$ cat src/rtl/io_pkg.sv
// Shared definitions for the IO controller: input-handshake FSM encoding and
// the active-low seven-segment glyph table ({g,f,e,d,c,b,a}).
package io_pkg;

   typedef enum logic [1:0] {
      IDLE         = 2'd0,
      WAIT_PRESS   = 2'd1,
      DONE         = 2'd2,
      WAIT_RELEASE = 2'd3
   } state_t;

   // Entry 15 (F) first, entry 0 last.
   localparam logic [15:0][6:0] SEG_GLYPH = {
      7'h0E, 7'h06, 7'h21, 7'h46,
      7'h03, 7'h08, 7'h10, 7'h00,
      7'h78, 7'h02, 7'h12, 7'h19,
      7'h30, 7'h24, 7'h79, 7'h40
   };

endpackage

$ cat src/rtl/hex_to_seg.sv
// One hex nibble to an active-low seven-segment glyph.
module hex_to_seg
   import io_pkg::*;
(
   input  logic [3:0] i_nibble,
   output logic [6:0] o_seg
);

   assign o_seg = SEG_GLYPH[i_nibble];

endmodule

$ cat src/rtl/io_controller.sv
// CPU-facing IO block: debounced Enter-button input handshake, latched
// eight-digit hex display and a sticky halt flag.
module io_controller
   import io_pkg::*;
#(
   parameter int DEBOUNCE_CYCLES = 16
)
(
   input  logic        CLK,
   input  logic        reset,
   input  logic        in_req,
   input  logic        out_req,
   input  logic        halt,
   input  logic        enter,
   input  logic [9:0]  sw,
   input  logic [31:0] out_data,
   output logic [31:0] in_data,
   output logic        stall,
   output logic        halted,
   output logic [6:0]  hex0,
   output logic [6:0]  hex1,
   output logic [6:0]  hex2,
   output logic [6:0]  hex3,
   output logic [6:0]  hex4,
   output logic [6:0]  hex5,
   output logic [6:0]  hex6,
   output logic [6:0]  hex7
);

   localparam int CNT_W = $clog2(DEBOUNCE_CYCLES + 1);

   logic             r_sync1;
   logic             r_sync2;
   logic             r_debLevel;
   logic [CNT_W-1:0] r_debCount;
   state_t           r_state;
   state_t           w_nextState;
   logic [31:0]      r_inData;
   logic [31:0]      r_display;
   logic             r_halted;
   logic             w_debFlip;
   logic             w_debRise;
   logic             w_latchIn;
   logic             w_latchDisp;
   logic [6:0]       w_seg [8];

   // The flip fires on the edge that completes the run of differing samples.
   assign w_debFlip   = (r_sync2 != r_debLevel) &&
                        (r_debCount == CNT_W'(DEBOUNCE_CYCLES - 1));
   assign w_debRise   = w_debFlip && r_sync2;
   assign w_latchDisp = out_req && !in_req && !r_halted;

   always_ff @(posedge CLK) begin
      if (reset) begin
         r_sync1    <= 1'b0;
         r_sync2    <= 1'b0;
         r_debLevel <= 1'b0;
         r_debCount <= '0;
      end else begin
         r_sync1 <= enter;
         r_sync2 <= r_sync1;
         if (r_sync2 == r_debLevel) begin
            r_debCount <= '0;
         end else if (w_debFlip) begin
            r_debLevel <= r_sync2;
            r_debCount <= '0;
         end else begin
            r_debCount <= r_debCount + CNT_W'(1);
         end
      end
   end

   always_ff @(posedge CLK) begin
      if (reset) begin
         r_state   <= IDLE;
         r_inData  <= '0;
         r_display <= '0;
         r_halted  <= 1'b0;
      end else begin
         r_state <= w_nextState;
         if (w_latchIn) begin
            r_inData <= {22'b0, sw};
         end
         if (w_latchDisp) begin
            r_display <= out_data;
         end
         if (halt) begin
            r_halted <= 1'b1;
         end
      end
   end

   // Only a fresh rising edge of the debounced level counts as a press, so a
   // button still held from an earlier Input cannot complete a new one.
   always_comb begin
      w_nextState = r_state;
      w_latchIn   = 1'b0;
      case (r_state)
         IDLE: begin
            if (in_req && !r_halted) begin
               w_nextState = WAIT_PRESS;
            end
         end
         WAIT_PRESS: begin
            if (r_halted) begin
               w_nextState = IDLE;
            end else if (w_debRise) begin
               w_nextState = DONE;
               w_latchIn   = 1'b1;
            end
         end
         DONE: begin
            w_nextState = WAIT_RELEASE;
         end
         WAIT_RELEASE: begin
            if (!r_debLevel) begin
               w_nextState = IDLE;
            end
         end
         default: begin
            w_nextState = IDLE;
         end
      endcase
   end

   assign stall   = in_req && !r_halted && (r_state != DONE);
   assign in_data = r_inData;
   assign halted  = r_halted;

   for (genvar g = 0; g < 8; g++) begin : gen_hex
      hex_to_seg u_hexToSeg (
         .i_nibble (r_display[4*g +: 4]),
         .o_seg    (w_seg[g])
      );
   end

   assign hex0 = w_seg[0];
   assign hex1 = w_seg[1];
   assign hex2 = w_seg[2];
   assign hex3 = w_seg[3];
   assign hex4 = w_seg[4];
   assign hex5 = w_seg[5];
   assign hex6 = w_seg[6];
   assign hex7 = w_seg[7];

endmodule
$ cat config.mk
export PLATFORM = sky130hd
export DESIGN_NAME = io_controller
export DESIGN_NICKNAME = d
export VERILOG_FILES = /design/src/rtl/io_pkg.sv /design/src/rtl/hex_to_seg.sv /design/src/rtl/io_controller.sv
export SDC_FILE = /design/constraint.sdc
export NUM_CORES = 1
export LEC_CHECK = 0
export CAP_MARGIN = 20
export CORE_ASPECT_RATIO = 0.5
export CORE_MARGIN = 3
export CORE_UTILIZATION = 29
export CTS_CLUSTER_SIZE = 28
export DETAILED_ROUTE_END_ITERATION = 6
export HOLD_SLACK_MARGIN = 0.08
export SYNTH_ARGS = -nofsm -noshare
export SYNTH_HDL_FRONTEND = slang
export SYNTH_SLANG_ARGS = --single-unit
$ cat constraint.sdc
create_clock -name CLK -period 2.86 [get_ports CLK]
set_input_delay 0.286 -clock CLK [delete_from_list [all_inputs] [get_ports CLK]]
set_output_delay 0.286 -clock CLK [all_outputs]
set_load 0.05 [all_outputs]
# After elaboration in Yosys (flattened, before gate mapping)
# Memories as Yosys holds them, arrays and structs flattened. A register that Yosys moved wholly into a read port is not among the register bits.
# Index checks and enable logic that the tools add are counted.
# W data, S select, Z words.
[totals]
mem_bits_ro = 896
wordCells = 80
ff_bits = 53
memories = 8
[mem_list]
columns = ["name", "words", "width", "rd", "rd_clocked_by_memory_dff", "wr", "line_no", "rtl"]
rows = [
  ["(name not given)", 16, 7, 1, 1, 0, "hex_to_seg.sv:9", "assign o_seg = SEG_GLYPH[i_nibble];"],
  ["(name not given)", 16, 7, 1, 1, 0, "hex_to_seg.sv:9", ""],
  ["(name not given)", 16, 7, 1, 1, 0, "hex_to_seg.sv:9", ""],
  ["(name not given)", 16, 7, 1, 1, 0, "hex_to_seg.sv:9", ""],
  ["(name not given)", 16, 7, 1, 1, 0, "hex_to_seg.sv:9", ""],
  ["(name not given)", 16, 7, 1, 1, 0, "hex_to_seg.sv:9", ""],
  ["2 more memories", "n/a", "n/a", "n/a", "n/a", "n/a", "n/a", ""],
]
[classes]
add_sub_neg = 1
bitwise = 1
n_lt_le_gt_ge = 8
muxes = 32
eq_ne = 10
reduce_logical = 12
[ops]
columns = ["cell", "count"]
rows = [
  ["$mux W4", 16],
  ["$mux W7", 8],
  ["$lt A4 B5 Y1 const B", 8],
  ["$mux W2", 4],
  ["$pmux W2 S4", 1],
  ["$logic_and A1 B1 Y1", 6],
  ["$ne A2 B2 Y1 const B", 3],
  ["$add A5 B1 Y5 const B", 1],
  ["$eq A5 B4 Y1 const B", 1],
  ["$eq A2 B2 Y1 const B", 2],
  ["$mux W1", 3],
  ["$ne A3 B3 Y1 const B", 1],
  ["$reduce_and A3 Y1", 1],
  ["$reduce_or A3 Y1", 1],
  ["$eq A2 B1 Y1 const B", 1],
  ["$logic_not A1 Y1", 2],
  ["$logic_not A2 Y1", 1],
  ["$reduce_and A2 Y1", 1],
  ["$eq A1 B1 Y1", 1],
  ["$ne A1 B1 Y1", 1],
  ["$not A1 Y1", 1],
]

# Depth between registers and ports, before layout
# Gate-level depths: netlist (run 1).
[logic_depth]
ltp_word = 6
ltp_mapped = 12

# By module
# Synthesis (run 1) repeated with hierarchy kept, for this count alone.
[hier_totals]
cells_unflattened = 507
area_unflattened_um2 = 4360.4
[modules_own_cells]
columns = ["module", "cells_each", "seq_area_each_um2", "n_inst", "area_per_inst_um2"]
rows = [
  ["hex_to_seg", 32, 0.0, 8, 275.3],
  ["io_controller", 251, 1061.0, 1, 2158.3],
]

# Worst setup path after synthesis (run 1)
# OpenSTA, ideal clock, no wires.
[synth_path]
kind = "flip-flop to flip-flop"
startpoint = "reg r_halted, in the netlist halted"
endpoint = "reg hex3[3] (netlist name)"
path_slack_ps = -168
arrival_time_ps = 2894
stages_incl_launch_ff = 11
synth_period_minus_slack_ps = 3028
setup_time_ps = 134
required_time_ps = 2726
path_cell_list = "dfxtp_1 > or3b_1 > buf_6 > buf_6 > buf_2 > buf_1 > nand2_1 > a21oi_1 > inv_1 > ha_1 > mux4_2"
[synth_lines]
columns = ["element", "line_no", "rtl"]
rows = [
  ["start, declared", "io_controller.sv:40", "logic r_halted;"],
  ["start signal, assigned", "io_controller.sv:78", "r_halted <= 1'b0;"],
  ["start signal, assigned", "io_controller.sv:88", "r_halted <= 1'b1;"],
]

==> results.md, run 1 <==
- The CTS root buffer is sky130_fd_sc_hd__clkbuf_16.
- The area added between synthesis and finish is 33.6%.
- The register bit total from synthesis is 109.
- The worst ir drop on vdd is roughly 0.28 mV.
- The initial detailed-routing violation count is between 150 and 200.
- The global-route total usage across every layer is a little under an eighth.
- For the worst setup path, the data arrival time is ~2.7 ns.
- The hold violation count in the final report was 0.
- Setup repair after global routing left no endpoint under its margin.
- The number of levels in the clock H-tree is 3.
- The area of the core region is about 18,000 sq um.
- The first global-routing pass estimated around 19,000 microns of wire.
- The number of iterations in the first detailed-routing pass is 6.
- The floorplan step defined a die boundary enclosing 20,400 sq um.
- The worst setup path is of the in -> reg kind.
- In this run the cell area of the synthesized design comes to between 5000 and 6000 sq um.
- Counting I/O delays and the setup requirement, the final critical path takes between 2 and 2.5 ns.
- The final weighted congestion in routability-driven placement is slightly above 0.9.
- Counting every sink on the clock net gives approximately 110.
- The pre-CTS setup slack is 0.0433 ns.
- The utilization after layout is 40.5%.
- In this run, CTS created clock tree buffers numbering 9.
- The number of setup buffers added after CTS is 0.
- Cells with a size suffix above 1 make up a little under an eighth of the layout.
- Summed over all cells, the static leakage comes to 0.00289 uW.
- The initial antenna violation count came to 0.
- The multi-input gate area in the final layout is ~2800 sq um.
- The net count of the finished layout is between 700 and 800.
- For this configuration, the core starts out at a cell density of between 30% and 40%.
- The sequential area share after synthesis is between 40% and 50%.
- After detailed routing, the number of vias per cell comes to approximately 4.6.
- The number of max-slew violations in the final report is 0.
- The power density normalized to cell area is ~530 nW/um^2.
- The total overflow left after global routing is 0.
- The pin count of the biggest net entering global routing is 38.
- The height of the die is just over 100 microns.
- The top-level port count is roughly 140.
- The TritonCTS clock tree is done.
- The flow ran to the end, and the final reports show no timing, DRC or antenna violations.
- The kind of launch point of the worst setup path is an input pin.
- Across all register-to-register paths, the minimum setup slack is 0.43 ns.
- The maximum fanout count along the critical path is 10.
- The proportion of register bits with asynchronous set or reset after synthesis is 0%.
- The clock transition at the registers of the reported paths is approximately 0.07 ns.
- After detailed routing, the number of remaining DRC violations is 0.
- In this run, synthesis inferred 0 flip-flops with an integrated enable.
- Hold repair after CTS inserted 0 buffers.
- Across the run, the number of max-cap violations was 0.
- The clock reaches the later pin of the worst-skew pair after between 0.3 and 0.4 ns.
- The Yosys warning count is 0.
- The post-route antenna net violation count is 0.
- The number of antenna diodes in the final layout is 0.
- The highest clock frequency the design can meet is roughly 400 MHz.
- The number of global-route vias before repair came to ~4,100.
- Once the clock tree was built, the resizer swapped 0 gates to a different size.
- Setup violations remaining at the end of the flow were counted as 0.
- Data on the critical path is required at its endpoint by between 3 and 4 ns.
- The average cell area after synthesis is 9.52 sq um.
- Of the available clock period, the critical path in the final layout requires 85.8%.
- The nature of the critical path endpoint is a register.
- On the final layout, the worst clock skew is a little under 0.01 ns.
- Detailed routing inserted a total of ~4,300 vias.
- The wire length reported by the detailed router is ~12,000 microns.
- The total number of placement rows is 34.
- The headroom to the max-slew limit is 30.2%.
- No sink is reached through more buffers than the 2 on the longest clock path.
- The netlist uses 45 different library cells.
- In the final timing run, aggregate negative setup slack is 0 ns.
- At the pin with the least slew margin, the transition time is about 1.0 ns.
- After detailed routing, the average wire length per cell comes to between 10 and 15 microns.
- The detailed-placement wirelength estimate is 9310 microns.
- The post-synthesis cell count is 567.
- The least setup slack across all paths after layout is about 0.4 ns.
- The width of the die is a little under 200 microns.
- The class of the most critical hold timing path is in -> reg.
- The filler cell count is 1,750.
- In this run the tool buffered the top-level ports with ~120 buffer cells.
- The most used flip-flop cell after synthesis is sky130_fd_sc_hd__dfxtp_1.
- The area used by sequential logic in the layout is around 2200 sq um.
-- synth_stat cells, drive strengths merged, types with 5 or more instances --
| master | instances | area share (%) |
|---|---|---|
| nor2 | 28 | 1.9 |
| a32o | 10 | 1.9 |
| nand3b | 13 | 1.8 |
| inv | 37 | 2.6 |
| or2 | 9 | 1.0 |
| ha | 50 | 12 |
| nand2b | 8 | 0.93 |
| a31oi | 8 | 0.93 |
| mux2i | 42 | 7.8 |
| dfxtp | 109 | 40 |
| nor3b | 5 | 0.79 |
| a21oi | 48 | 4.5 |
| xnor2 | 8 | 1.3 |
| o221a | 6 | 1.3 |
| o22ai | 24 | 2.8 |
| or3 | 5 | 0.58 |
| mux4 | 8 | 3.3 |
| nand2 | 56 | 3.9 |
| nor2b | 5 | 0.58 |
| clkbuf | 13 | 0.90 |
| nand3 | 9 | 0.83 |
| buf | 42 | 5.2 |
-- placed cells by master, fill, tap and decap left out, drive strengths merged, types with 24 or more instances in the layout --
cell,instances
clkdlybuf4s50,114
dfxtp,109
nand2,56
ha,50
a21oi,48
mux2i,42
inv,40
buf,34
nor2,28
o22ai,24
-- area by class of cell --
| cell class | count | area share [%] |
|---|---|---|
| Clock buffer | 10 | 3.31 |
| Sequential cell | 109 | 30.3 |
| Multi-Input combinational cell | 387 | 39.3 |
| Tap cell | 234 | 4.06 |
| Inverter | 37 | 1.96 |
| Timing Repair Buffer | 148 | 19.9 |
| Clock inverter | 6 | 1.27 |
-- report_power, final --
part / internal (uW) / switching, uW / leakage [uW]
Combinational: 306 / 501 / 0.00184
Clock: 800 / 583 / 0.000164
Sequential: 1600 / 27.1 / 0.000890
Total: 2710 / 1110 / 0.00289
-- state kept, by name, indices dropped and copies added (netlist names), named ones only --
signal      cells
r_debCount      5
hex5            7
hex3            7
r_sync2         1
r_state         1
in_data        10
hex0            7
hex1            7
hex6            7
halted          1
hex2            7
hex7            7
r_debLevel      1
r_sync1         1
r_display      32
hex4            7
-- path summary, 6_finish.rpt --
check | start | to | depth (start not counted)
setup / recovery | in_req | hex2[6] | 8
hold / removal | reset | r_display[25] | 2
setup reg to reg | halted | hex2[6] | 7
hold reg to reg | r_debCount[0] | r_debCount[0] | 1
-- kinds of logic after synthesis --
kind of cell,after synthesis,synth area share [%]
compound gates,109,13.1
simple gates,146,13.3
mux,51,11.3
fa+ha+maj,50,11.6
buf+inv,92,8.72
other cells,1,0.0695
flops,109,40.4
xor+xnor,9,1.46
-- metrics by stage --
stage               power, uW  hold WS (ns)  std cells  instance area [sq um]
floorplan                2220         0.402        588                   5480
global placement         2470         0.432        915                   6880
detailed placement       2470         0.450        915                   6880
CTS                      3880         0.423        931                   7210
global route             4000         0.459        931                   7210
finish                   3820         0.440        931                   7210
-- layer usage --
layer	global-route usage [%]	routed length, microns	share of wire (%)	up-vias
met3	3.52	564	4.7	15
li1	-	-	-	2162
met5	0	0	0	-
met1	13.6	5200	43	2019
met4	3.67	193	1.6	0
met2	21.4	6070	50	98
-- worst max-delay path, cell delays in order --
cell and delay (ns):
sky130_fd_sc_hd__clkdlybuf4s50_1 0.47, sky130_fd_sc_hd__or3b_2 0.56, sky130_fd_sc_hd__buf_4 0.21, sky130_fd_sc_hd__nand2_1 0.09, sky130_fd_sc_hd__a21oi_1 0.15, sky130_fd_sc_hd__ha_1 0.27
sky130_fd_sc_hd__or3_1 0.37, sky130_fd_sc_hd__a32o_1 0.26
Note: power is estimated with default switching activity, not from simulation.
==> run 2: changes to the inputs <==
Settings changed: CTS_CLUSTER_DIAMETER set to 50, MAX_ROUTING_LAYER set to met4.
==> results.md, run 2 (synthesis results as in run 1) <==
- The critical setup path kind is in -> reg (unchanged).
- The number of buffers added by the clock tree synthesis step was 9 (unchanged).
- The utilization after layout is 40.5% (unchanged).
- The most common cell after layout, fill and taps aside is sky130_fd_sc_hd__clkdlybuf4s50_1 (unchanged).
- The remaining design rule violation count is 0 (unchanged).
- The cell area reported after detailed placement is 6880 sq um (unchanged).
- The initial detailed-routing violation count is 183 (was 157).
- The number of buffers added to fix hold violations after cts is 0 (unchanged).
- The number of vias in the routed layout came to 4,281 (was 4,294).
- The multi-input gate area in the final layout was 2830 sq um (unchanged).
- The sink count of the clock tree came to 109 (unchanged).
- The wire length reported by the detailed router is 12,000 microns (about the same).
- Status: complete, no violations (unchanged).
- The initial antenna violation count was 0 (unchanged).
- The final total negative setup slack is 0 ns (unchanged).
- The worst path arrival time is 2.69 ns (about the same).
- The total of cells resized after clock tree synthesis is 0 (unchanged).
- The final non-filler cell area came to 7210 sq um (unchanged).
- The global-route total usage across every layer was 12.2% (was 11.8%).
- Most frequent cells in the layout: sky130_fd_sc_hd__clkdlybuf4s50_1, sky130_fd_sc_hd__dfxtp_1, sky130_fd_sc_hd__nand2_1, sky130_fd_sc_hd__ha_1, sky130_fd_sc_hd__a21oi_1 (unchanged).
- The maximum root-to-sink buffer count is 2 (unchanged).
- The starting density of the core is 30.4% (unchanged).
- The hold violation count in the final report is 0 (unchanged).
- The routed wire length per instance was 12.9 microns (about the same).
- The number of iterations in the first detailed-routing pass was 6 (unchanged).
- The clock transition at the registers of the reported paths is 0.07 ns (about the same).
- The class of the most critical hold timing path is in -> reg (unchanged).
- The highest clock frequency the design can meet is 407 MHz (was 408 MHz).
- The worst ir drop on vdd is 0.280 mV (about the same).
- Unrepaired setup endpoints after global routing: false (unchanged).
- The number of max-slew violations in the final report was 0 (unchanged).
- The kind of launch point of the worst setup path is an input pin (unchanged).
- The number of buffers inserted by post-CTS setup repair was 0 (unchanged).
- The number of global-route vias before repair came to 4,100 (was 4,103).
- The remaining global-route overflow is 0 (unchanged).
- The post-route antenna net violation count is 0 (unchanged).
- The detailed-placement wirelength estimate is 9310 microns (unchanged).
- The total number of placement rows is 34 (unchanged).
- The maximum fanout count along the critical path was 10 (unchanged).
- The final weighted congestion in routability-driven placement is 0.922 (was 0.907).
- The total leakage power came to 0.00289 uW (unchanged).
- The ratio of routed vias to standard cells was 4.60 (was 4.61).
- The number of levels in the clock H-tree came to 3 (unchanged).
- The headroom to the max-slew limit came to 29.9% (was 30.2%).
- The clock insertion delay at the later pin of the skew report is 0.35 ns (about the same).
- The antenna diode count is 0 (unchanged).
- The register ranked first by flip-flop count is r_display (unchanged).
- The fraction of layout instances using a drive strength above 1 is 11.6% (unchanged).
- The worst-margin pin slew is 1.05 ns (about the same).
- The time the worst path needs with I/O delays and setup is 2.46 ns (was 2.45 ns).
- The number of port buffers is 115 (unchanged).
- The area of the core region came to 17,800 sq um (unchanged).
- The area used by sequential logic in the layout is 2180 sq um (unchanged).
- The nature of the critical path endpoint is a register (unchanged).
- The filler cell count came to 1,750 (unchanged).
- The total power is 3810 uW (was 3820 uW).
- The final count of negative-setup-slack endpoints was 0 (unchanged).
- The top-level port count is 138 (unchanged).
- The CTS root buffer is sky130_fd_sc_hd__clkbuf_16 (unchanged).
- The width of the die is 199 microns (unchanged).
- The net count of the finished layout is 790 (unchanged).
- The number of flip-flops in the largest register is 32 (unchanged).
- The ratio of final minimum period to clock period is 85.9% (was 85.8%).
- The number of max-capacitance violations reported is 0 (unchanged).
- The TritonCTS clock tree is done (unchanged).
- The power density normalized to cell area is 529 nW/um^2 (about the same).
- The pin count of the biggest net entering global routing is 38 (unchanged).
- The die area is 20,400 sq um (unchanged).
- The area added between synthesis and finish is 33.6% (unchanged).
- The height of the die is 102 microns (unchanged).
- The final setup skew was 0.00969 ns (was 0.00973 ns).
- The required time of the critical path is 3.09 ns (was 3.10 ns).
- The wire length of the first global-routing pass is 19,400 microns (about the same).
-- run 2: routing by layer --
metal	track usage, %	wire, microns
met2	21.4	6050
met5	-	0
met3	3.36	473
met4	3.67	190
met1	13.6	5300
-- run 2: path summary, 6_finish.rpt --
kind / startpoint / endpoint / slack [ns] / cells past startpoint
setup / recovery: in_req / hex2[6] / 0.40 / 8
hold reg to reg: r_debCount[0] / r_debCount[0] / 0.45 / 1
hold / removal: reset / r_display[25] / 0.44 / 2
setup reg to reg: halted / hex2[6] / 0.43 / 7
-- run 2: critical path, stage by stage --
cell and delay, ns:
sky130_fd_sc_hd__clkdlybuf4s50_1 0.47, sky130_fd_sc_hd__or3b_2 0.56, sky130_fd_sc_hd__buf_4 0.21, sky130_fd_sc_hd__nand2_1 0.09, sky130_fd_sc_hd__a21oi_1 0.15, sky130_fd_sc_hd__ha_1 0.28, sky130_fd_sc_hd__or3_1 0.38, sky130_fd_sc_hd__a32o_1 0.26
-- run 2: layout make-up --
cell class / instances / share of cell area (%)
Clock buffer: 10 / 3.31
Clock inverter: 6 / 1.27
Inverter: 37 / 1.96
Multi-Input combinational cell: 387 / 39.3
Sequential cell: 109 / 30.3
Tap cell: 234 / 4.06
Timing Repair Buffer: 148 / 19.9
-- run 2: per-stage QoR --
step / instances / setup WS (ns) / hold slack [ns]
floorplan: 588 / 0.0507 / 0.402
global placement: 915 / 0.0934 / 0.432
detailed placement: 915 / 0.0433 / 0.450
CTS: 931 / 0.421 / 0.423
global route: 931 / 0.242 / 0.459
finish: 931 / 0.403 / 0.442
-- run 2: power by group --
group	internal [uW]	switching, uW
sequential	1600	26.9
combinational	306	501
clock	800	581
total	2710	1110
==> run 3: changes to the inputs <==
Settings changed: CORE_MARGIN 3 to unset, CORE_UTILIZATION 29 to 30.
==> results.md, run 3 (synthesis results as in run 1) <==
- Status: complete, no violations (unchanged).
- The kind of launch point of the worst setup path is an input pin (unchanged).
- The critical setup path kind is in -> reg (unchanged).
- The width of the die is 192 microns (was 199 microns).
- The total of cells resized after clock tree synthesis was 0 (unchanged).
- The wire length reported by the detailed router came to 11,600 microns (was 12,000 microns).
- The final total negative setup slack is 0 ns (unchanged).
- The number of buffers added by the clock tree synthesis step is 9 (unchanged).
- The headroom to the max-slew limit was 33.6% (was 29.9%).
- The total number of placement rows was 34 (unchanged).
- The final setup skew is 0.00877 ns (was 0.00969 ns).
- The total leakage power is 0.00278 uW (was 0.00289 uW).
- The number of max-capacitance violations reported is 0 (unchanged).
- The number of levels in the clock H-tree is 3 (unchanged).
- The global-route total usage across every layer came to 13.3% (was 12.2%).
- The initial antenna violation count is 0 (unchanged).
- The required time of the critical path is 3.08 ns (was 3.09 ns).
- The nature of the critical path endpoint is a register (unchanged).
- The highest clock frequency the design can meet is 404 MHz (was 407 MHz).
- The routed wire length per instance is 12.6 microns (was 12.9 microns).
- The pre-CTS setup slack is 0.0221 ns (was 0.0433 ns).
- Most frequent cells in the layout: sky130_fd_sc_hd__clkdlybuf4s50_1, sky130_fd_sc_hd__dfxtp_1, sky130_fd_sc_hd__nand2_1, sky130_fd_sc_hd__ha_1, sky130_fd_sc_hd__a21oi_1 (unchanged).
- The maximum root-to-sink buffer count was 2 (unchanged).
- The initial detailed-routing violation count is 145 (was 183).
- Unrepaired setup endpoints after global routing: false (unchanged).
- The class of the most critical hold timing path is reg -> reg (was in -> reg).
- The hold violation count in the final report is 0 (unchanged).
- The worst path arrival time is 2.70 ns (was 2.69 ns).
- The least setup slack across all paths after layout is 0.383 ns (was 0.403 ns).
- The register ranked first by flip-flop count is r_display (unchanged).
- Ordered cell list for the critical path: clkdlybuf4s50_1 -> or3b_2 -> buf_12 -> nand2_1 -> a21oi_1 -> inv_1 -> ha_1 -> inv_1 -> mux4_2 (was clkdlybuf4s50_1 -> or3b_2 -> buf_4 -> nand2_1 -> a21oi_1 -> ha_1 -> or3_1 -> a32o_1).
- The launch instance of the worst register-to-register path is halted (unchanged).
- The fraction of layout instances using a drive strength above 1 is 9.68% (was 11.6%).
- The sink count of the clock tree is 109 (unchanged).
- The number of global-route vias before repair was 4,083 (was 4,100).
- The number of iterations in the first detailed-routing pass is 4 (was 6).
- The worst ir drop on vdd came to 0.275 mV (was 0.280 mV).
- The top-level port count is 138 (unchanged).
- The cell area reported after detailed placement is 6770 sq um (was 6880 sq um).
- The CTS root buffer is sky130_fd_sc_hd__clkbuf_16 (unchanged).
- The cell repeated most along the worst path is sky130_fd_sc_hd__inv_1.
- The number of max-slew violations in the final report came to 0 (unchanged).
- The area of the core region is 17,500 sq um (was 17,800 sq um).
- The height of the die came to 96.9 microns (was 102 microns).
- The startpoint of the tightest hold check path was r_sync1 (was reset).
- The final weighted congestion in routability-driven placement came to 0.863 (was 0.922).
- The detailed-placement wirelength estimate is 8560 microns (was 9310 microns).
- The final non-filler cell area is 7050 sq um (was 7210 sq um).
- The post-route antenna net violation count is 0 (unchanged).
- The wire length of the first global-routing pass came to 19,200 microns (was 19,400 microns).
- The ratio of final minimum period to clock period is 86.6% (was 85.9%).
- The cell with the biggest individual delay on the critical path is sky130_fd_sc_hd__clkdlybuf4s50_1 (was sky130_fd_sc_hd__or3b_2).
- The worst reg-to-reg setup slack is 0.49 ns (was 0.43 ns).
- The starting density of the core is 30.9% (was 30.4%).
- The die area is 18,600 sq um (was 20,400 sq um).
- The remaining design rule violation count came to 0 (unchanged).
- The clock transition at the registers of the reported paths came to 0.08 ns (was 0.07 ns).
- The area added between synthesis and finish is 30.6% (was 33.6%).
- The number of buffers inserted by post-CTS setup repair is 0 (unchanged).
- The number of buffers added to fix hold violations after cts came to 0 (unchanged).
- The ratio of routed vias to standard cells is 4.62 (was 4.60).
- The maximum fanout count along the critical path is 43 (was 10).
- The TritonCTS clock tree is done (unchanged).
- The number of cells on the worst hold path came to 1 (was 2).
- The terminus of the critical flop-to-flop path is hex5[3] (was hex2[6]).
- The delay of the slowest critical-path stage is 0.56 ns (about the same).
- The number of port buffers is 115 (unchanged).
- The net count of the finished layout was 776 (was 790).
- The pin count of the biggest net entering global routing is 85 (was 38).
- The number of cells on the worst reg-to-reg path is 8 (was 7).
- The most common cell after layout, fill and taps aside is sky130_fd_sc_hd__clkdlybuf4s50_1 (unchanged).
- The power density normalized to cell area is 508 nW/um^2 (was 529 nW/um^2).
- The antenna diode count is 0 (unchanged).
- The clock insertion delay at the later pin of the skew report is 0.34 ns (was 0.35 ns).
- The final hold slack was 0.447 ns (was 0.442 ns).
- The number of flip-flops in the largest register is 32 (unchanged).
- The number of vias in the routed layout is 4,228 (was 4,281).
- The remaining global-route overflow is 0 (unchanged).
- The end point of the worst hold path is r_sync2 (was r_display[25]).
- The time the worst path needs with I/O delays and setup came to 2.48 ns (was 2.46 ns).
- The worst-margin pin slew is 0.996 ns (was 1.05 ns).
- The final count of negative-setup-slack endpoints is 0 (unchanged).
- The utilization after layout is 40.3% (was 40.5%).
## run 3: cell types whose count changed in the layout (fill, tap and decap cells not counted), sizes merged
cell / delta
clkinvlp: +3
clkinv: +1
inv: -2
clkbuf: -1
buf: -14
bufinv: -2
## run 3: worst max-delay path: cells and delay by family
kind | cells | cell delay, ns
AOI/OAI and AO/OA | 1 | 0.37
adders and majority gates | 1 | 0.34
buffers and inverters | 4 | 0.97
muxes | 1 | 0.43
and+or+nand+nor | 2 | 0.28
## run 3: final cells by class
cell class / count / area (sq um)
timing repair buffer: 134 / 1330
clock buffer: 9 / 225
fill: 1754 / 10400
clock inverter: 6 / 48.8
inverter: 37 / 141
tap: 234 / 293
sequential: 109 / 2180
multi-input combinational: 387 / 2830
## run 3: where the power goes
| group | internal, uW | switching [uW] |
|---|---|---|
| Clock | 593 | 571 |
| Combinational | 296 | 497 |
| Sequential | 1600 | 27.0 |
| Total | 2490 | 1090 |
## run 3: worst max path at each step
stage | start | endpoint | slack [ns] | cells after the start
2_1_floorplan | halted | hex3[3] | 0.05 | 10
4_1_cts | in_req | hex5[3] | 0.39 | 9
6_report | in_req | hex5[3] | 0.38 | 9
3_3_place_gp | in_req | hex1[3] | 0.12 | 8
3_5_place_dp | in_req | hex5[3] | 0.02 | 9
5_1_grt | in_req | hex1[3] | 0.25 | 8
## run 3: layer usage
layer / GRT usage (%) / routed length [microns] / up-vias
met3: 3.56 / 391 / 9
met4: 3.05 / 80 / 0
met5: - / 0 / -
met2: 23.5 / 5940 / 69
met1: 14.8 / 5160 / 2016
li1: - / - / 2134
## run 3: stage by stage
step / instances / total power (uW)
finish: 916 / 3580
detailed placement: 901 / 2460
global route: 916 / 3780
global placement: 901 / 2450
CTS: 916 / 3660
floorplan: 588 / 2220
